===== src/rtl/ex_mem_port_arb_pkg.sv =====
// Shared types and constants for the EX data-port arbiter.
// Latency: n/a (declarations only).
// Backpressure: n/a (declarations only).
package ex_mem_port_arb_pkg;

  // Arbiter FSM: IDLE issues directly, SECOND drains the buffered younger access.
  typedef enum logic [0:0] {
    ARB_IDLE   = 1'b0,
    ARB_SECOND = 1'b1
  } arb_state_e;

  // Width of a packed request {slot, wen[3:0], addr, wdata}.
  function automatic int mem_req_wd(input int addr_w, input int data_w);
    return 1 + 4 + addr_w + data_w;
  endfunction

  // Request width for the default 32-bit address / 32-bit data build.
  localparam int MEM_REQ_WD = mem_req_wd(32, 32);

endpackage


===== src/rtl/ex_mem_port_arb_mem_req_buf.sv =====
// Holding register for the younger access of a dual-request bundle.
// Latency: load visible on dout the cycle after ld; clear/reset take effect next cycle.
// Backpressure: none; the owner decides when to load and clear.
module mem_req_buf
  import ex_mem_port_arb_pkg::*;
#(
  parameter int W = MEM_REQ_WD
) (
  input  logic         clk,
  input  logic         rst,
  input  logic         clr,
  input  logic         ld,
  input  logic [W-1:0] din,
  output logic         vld,
  output logic [W-1:0] dout
);

  // Capture on load; clear drops the valid bit and wipes the payload.
  always_ff @(posedge clk) begin
    if (rst) begin
      vld  <= 1'b0;
      dout <= '0;
    end else if (clr) begin
      vld  <= 1'b0;
      dout <= '0;
    end else if (ld) begin
      vld  <= 1'b1;
      dout <= din;
    end
  end

endmodule


===== src/rtl/ex_mem_port_arb.sv =====
// Shares the single data SRAM port between the two EX slots; dual bundles issue in program order.
// Latency: single access 0 cycles; dual bundle issues older in cycle N, younger in N+1 (stallreq in N).
// Backpressure: hold freezes state and masks the port; flush kills current and buffered access.
// Optional ARB_PERF_EN adds conflict_cnt / access_cnt performance counters.
module ex_mem_port_arb
  import ex_mem_port_arb_pkg::*;
#(
  parameter int ADDR_W = 32,
  parameter int DATA_W = 32
) (
  input  logic              clk,
  input  logic              rst,
  input  logic              flush,
  input  logic              hold,
  input  logic              req0_en,
  input  logic [3:0]        req0_wen,
  input  logic [ADDR_W-1:0] req0_addr,
  input  logic [DATA_W-1:0] req0_wdata,
  input  logic              req1_en,
  input  logic [3:0]        req1_wen,
  input  logic [ADDR_W-1:0] req1_addr,
  input  logic [DATA_W-1:0] req1_wdata,
  input  logic              order,
  output logic              data_sram_en,
  output logic [3:0]        data_sram_wen,
  output logic [ADDR_W-1:0] data_sram_addr,
  output logic [DATA_W-1:0] data_sram_wdata,
  output logic              grant_slot,
  output logic              stallreq
`ifdef ARB_PERF_EN
  ,
  output logic [31:0]       conflict_cnt,
  output logic [31:0]       access_cnt
`endif
);

  localparam int REQ_W = mem_req_wd(ADDR_W, DATA_W);

  arb_state_e state_q, state_d;

  logic [REQ_W-1:0] req0_pkt, req1_pkt, older_pkt, younger_pkt;
  logic [REQ_W-1:0] buf_dout, port_pkt;
  logic             buf_vld, buf_ld, buf_clr, port_en;

  // Slot id travels with the request so MEM can route load data back.
  assign req0_pkt    = {1'b0, req0_wen, req0_addr, req0_wdata};
  assign req1_pkt    = {1'b1, req1_wen, req1_addr, req1_wdata};
  assign older_pkt   = order ? req1_pkt : req0_pkt;
  assign younger_pkt = order ? req0_pkt : req1_pkt;

  mem_req_buf #(.W(REQ_W)) u_buf (
    .clk  (clk),
    .rst  (rst),
    .clr  (buf_clr),
    .ld   (buf_ld),
    .din  (younger_pkt),
    .vld  (buf_vld),
    .dout (buf_dout)
  );

  // Issue decision: rst > flush > hold > normal; port payload is zero whenever not enabled.
  always_comb begin
    state_d  = state_q;
    port_en  = 1'b0;
    port_pkt = '0;
    buf_ld   = 1'b0;
    buf_clr  = 1'b0;
    stallreq = 1'b0;
    if (rst) begin
      state_d = ARB_IDLE;
    end else if (flush) begin
      buf_clr = 1'b1;
      state_d = ARB_IDLE;
    end else if (!hold) begin
      case (state_q)
        ARB_IDLE: begin
          if (req0_en && req1_en) begin
            port_en  = 1'b1;
            port_pkt = older_pkt;
            buf_ld   = 1'b1;
            stallreq = 1'b1;
            state_d  = ARB_SECOND;
          end else if (req0_en) begin
            port_en  = 1'b1;
            port_pkt = req0_pkt;
          end else if (req1_en) begin
            port_en  = 1'b1;
            port_pkt = req1_pkt;
          end
        end
        ARB_SECOND: begin
          // Slot inputs are ignored here; the bundle is still held by last cycle's stall.
          port_en  = buf_vld;
          port_pkt = buf_vld ? buf_dout : '0;
          buf_clr  = 1'b1;
          state_d  = ARB_IDLE;
        end
        default: state_d = ARB_IDLE;
      endcase
    end
  end

  assign data_sram_en = port_en;
  assign {grant_slot, data_sram_wen, data_sram_addr, data_sram_wdata} = port_pkt;

  // FSM state register.
  always_ff @(posedge clk) begin
    if (rst) state_q <= ARB_IDLE;
    else     state_q <= state_d;
  end

`ifdef ARB_PERF_EN
  // Performance counters: dual-request bundles and issued accesses, free-running with wrap.
  always_ff @(posedge clk) begin
    if (rst) begin
      conflict_cnt <= '0;
      access_cnt   <= '0;
    end else begin
      if (state_q == ARB_IDLE && state_d == ARB_SECOND) conflict_cnt <= conflict_cnt + 32'd1;
      if (port_en) access_cnt <= access_cnt + 32'd1;
    end
  end
`endif

endmodule


===== config.mk =====
export PLATFORM = sky130hd
export DESIGN_NAME = ex_mem_port_arb
export DESIGN_NICKNAME = d
export VERILOG_FILES = /design/src/rtl/ex_mem_port_arb_pkg.sv /design/src/rtl/ex_mem_port_arb_mem_req_buf.sv /design/src/rtl/ex_mem_port_arb.sv
export SDC_FILE = /design/constraint.sdc
export NUM_CORES = 1
export LEC_CHECK = 0
export ABC_AREA = 1
export BUFFER_PORTS_ARGS = -buffer_cell sky130_fd_sc_hd__buf_2
export CORE_ASPECT_RATIO = 1.2
export CORE_MARGIN = 3
export CORE_UTILIZATION = 53
export CTS_CLUSTER_SIZE = 12
export DETAILED_ROUTE_END_ITERATION = 10
export GPL_TIMING_DRIVEN = 0
export PLACE_DENSITY = 0.82
export SYNTH_ARGS = -nofsm -noshare
export SYNTH_HDL_FRONTEND = slang
export SYNTH_SLANG_ARGS = --single-unit
export TNS_END_PERCENT = 30

===== constraint.sdc =====
create_clock -name clk -period 1.55 [get_ports clk]
set_input_delay 0.2325 -clock clk [delete_from_list [all_inputs] [get_ports clk]]
set_output_delay 0.2325 -clock clk [all_outputs]
set_load 0.01 [all_outputs]

==> run summary <==
The final critical-path setup slack is -0.2075 ns. The hold violation total from the final report came out at 0. The die covers 0.01422 mm2. The HPWL after detailed placement is 17930 um. The final period utilization came out at 1.134. The data required time at the worst endpoint is 1.32 ns. The worst setup path is captured at a primary output. The power per standard cell area is 618.1 mW/mm2. The worst setup path is of the flop to primary output kind. The total setup violations reported at the end of the flow came out at 71.

The via density per instance came out at 5.579. The checks that failed: setup timing. The headroom to the max-slew limit came out at 0.6437. The first-pass iteration count of the detailed router is 6. For this design the static power due to leakage is 4.987 nW. The synthesized instance count came out at 1364. The total clock buffers created by CTS is 9. The global-route wire length before repair came out at 41400 um. For hold timing, the worst endpoint is u_buf.dout[14]$_SDFFE_PP0P_. Summing every instance area after synthesis gives 0.006797 mm2. The worst hold path belongs to the class primary input to flop. The I/O pin count came out at 214. The accumulated negative setup slack came out at -8.371 ns. Setup repair after global routing could not meet its margin everywhere. The final worst hold slack came out at 0.2407 ns.

The count of pins over their slew limit is 0. Clock skew on the completed layout was measured at 0.006396 ns. In this run the worst setup path begins at state_q$_SDFFE_PP0N_.

The data arrival time of the critical path is 1.53 ns. The portion of the post-synthesis area used by sequential elements came out at 0.2091. Counting every sink on the clock net gives 71. At the pin with the least slew margin, the transition time is 0.5345 ns. The number of violations reported at the end of detailed-routing iteration 0 is 1256. The maximum number of pins on one net before global-route repair is 12. The overall via count from detail_route is 9825. The worst-case reg-to-reg path depth is 7.

The number of warning messages in the yosys log is 0. In this run the critical register-to-register path is captured at u_buf.dout[51]$_SDFFE_PP0P_. The core region area came out at 0.01233 mm2. The TritonCTS clock tree is yes. Measured on the finished design, the core utilization comes to 0.7309. The number of H-tree levels came out at 3.

Synthesis inferred 71 register bits. The count of nets left with antenna violations once routing finished came out at 0. The worst hold path begins at req1_wdata[14]. The width of the die is 109.4 um. Clock-pin slew was measured on the worst setup and hold paths at 0.06 ns. The via count of the first global-routing pass came out at 8752.

The clock latency at the later pin of the worst-skew pair came out at 0.34 ns. Counting every net in the synthesized netlist gives 1507. The site row count is 44. Based on the critical path, the design can be clocked at up to 0.5690 GHz.

STA classifies the critical path startpoint as a flop. Clock tree synthesis selected as its root buffer the cell sky130_fd_sc_hd__clkbuf_16. The worst-path maximum fanout is 6. The sum of overflow across all layers after global routing came out at 0. The area growth from synthesis to layout is 32.62%. In the final layout, the share of cells above drive strength 1 is 0.2416.

The number of hold buffers added after cts is 0. The overall track demand over capacity in global routing came out at 0.3538. The startpoint identified for the worst register-to-register timing path is state_q$_SDFFE_PP0N_. The number of antenna violations at the first check in global routing is 3. The number of DRC violations after detailed routing came out at 0.

The total of buffers placed on input and output ports is 211. The final weighted congestion in routability-driven placement is 0.9102. The overall routed net length is 26290 um.

The cell depth of the worst hold path is 5. The vertical die dimension came out at 130.1 um. After the last flow step, the layout net total stands at 1736.

The initial utilization of the core area, before any placement, comes to 0.5511. The number of distinct standard cells referenced by the synthesized netlist is 18. The register-to-register setup slack is 0.05 ns. The post-route minimum period is 1.758 ns. Across the run, the number of max-cap violations was 0.

The maximum resistive drop on vdd is 0.5710 mV. The routed wire length per instance is 14.93 um. Dividing the synthesized area by the synthesized cell count gives 4.983 um2. The maximum buffer depth of the clock tree came out at 2.

The run finished, with violations left.
## worst max-delay path by stage
stage | endpoint | slack [ns] | depth (start not counted)
floorplan | data_sram_addr[26] | 0.04 | 6
global placement | data_sram_wen[1] | -0.47 | 9
detailed placement | data_sram_wen[1] | -0.52 | 9
CTS | data_sram_wen[2] | -0.18 | 7
global route | data_sram_addr[29] | -0.23 | 7
finish | data_sram_addr[30] | -0.21 | 7
## kinds of logic after synthesis
| logic type | synth area share |
|---|---|
| flip-flops | 0.2091 |
| AO/OA/AOI/OAI | 0.1073 |
| buffers and inverters | 0.1136 |
| AND/OR/NAND/NOR | 0.5700 |
## Yosys cell counts
cell type	count	area, um2
sky130_fd_sc_hd__a21oi_1	71	355.3
sky130_fd_sc_hd__clkbuf_1	62	232.7
sky130_fd_sc_hd__nand3_1	206	1031
sky130_fd_sc_hd__o21ai_0	70	350.3
sky130_fd_sc_hd__nand2_1	617	2316
sky130_fd_sc_hd__inv_2	3	11.26
sky130_fd_sc_hd__buf_2	29	145.1
sky130_fd_sc_hd__inv_1	74	277.8
sky130_fd_sc_hd__o31ai_1	1	7.510
sky130_fd_sc_hd__a21boi_1	1	7.510
sky130_fd_sc_hd__buf_6	3	33.78
sky130_fd_sc_hd__clkinv_1	1	3.750
sky130_fd_sc_hd__dfxtp_1	71	1421
sky130_fd_sc_hd__nor2_1	137	514.2
sky130_fd_sc_hd__a21oi_2	1	8.760
sky130_fd_sc_hd__nand4_2	1	12.51
sky130_fd_sc_hd__buf_4	2	15.01
sky130_fd_sc_hd__buf_1	14	52.55
## critical path, stage by stage (launching register included)
cell and delay [ns]:
sky130_fd_sc_hd__dfxtp_4 0.40, sky130_fd_sc_hd__nand2_4 0.09, sky130_fd_sc_hd__clkinv_8 0.07, sky130_fd_sc_hd__buf_8 0.12
sky130_fd_sc_hd__clkbuf_8 0.16, sky130_fd_sc_hd__nand2_2 0.06, sky130_fd_sc_hd__a21oi_2 0.13, sky130_fd_sc_hd__buf_2 0.16
## placed cells by master (no fill, tap or decap), drive strengths merged
cell type and count:
inv 77, a21oi 72, nand3 206, buf 270, diode 2, nand4 1, o31ai 1, dfxtp 71
nor2 137, clkbuf 71, a21boi 1, clkinv 3, o21ai 70, bufinv 1, nand2 617
## final cells by class
class	count	area (um2)
Timing Repair Buffer	218	1142
Sequential cell	71	1425
Tap cell	161	201.4
Inverter	78	320.3
Buffer	110	769.5
Clock buffer	13	270.3
Clock inverter	3	40.04
Antenna cell	2	5.005
Multi-Input combinational cell	1105	4840
Fill cell	1174	3318
## metal layers
metal | track usage | part of all wire | vias to the layer above
li1 | - | - | 4755
met1 | 0.4437 | 0.39 | 4343
met2 | 0.5832 | 0.47 | 633
met3 | 0.07422 | 0.11 | 90
met4 | 0.1563 | 0.029 | 4
met5 | 0 | 0.0011 | -
## per-stage QoR
| stage | total power, mW | setup slack (ns) | std cells | area, um2 |
|---|---|---|---|---|
| finish | 5.571 | -0.2075 | 1761 | 9014 |
| global route | 5.793 | -0.2321 | 1760 | 9011 |
| detailed placement | 3.253 | -0.5241 | 1736 | 8054 |
| global placement | 3.235 | -0.4700 | 1736 | 8054 |
| floorplan | 2.702 | 0.04224 | 1364 | 6797 |
| CTS | 5.465 | -0.1806 | 1758 | 8836 |
## registers in the layout, indices dropped and copies added, names as in the netlist
name	cells
u_buf.dout	69
state_q	1
u_buf.vld	1
## where the power goes
part | internal, mW | switching [mW] | total (mW)
clock network | 1.37 | 0.828 | 2.20
logic | 0.552 | 0.969 | 1.52
registers | 1.84 | 0.00954 | 1.85
## what timing repair did
action,CTS,global route
endpoints found under the setup margin,71,89
pin swaps,20,5
gates cloned,1,0
gates resized for setup,148,76
setup buffers,5,1
(Power assumes the default switching activity.)
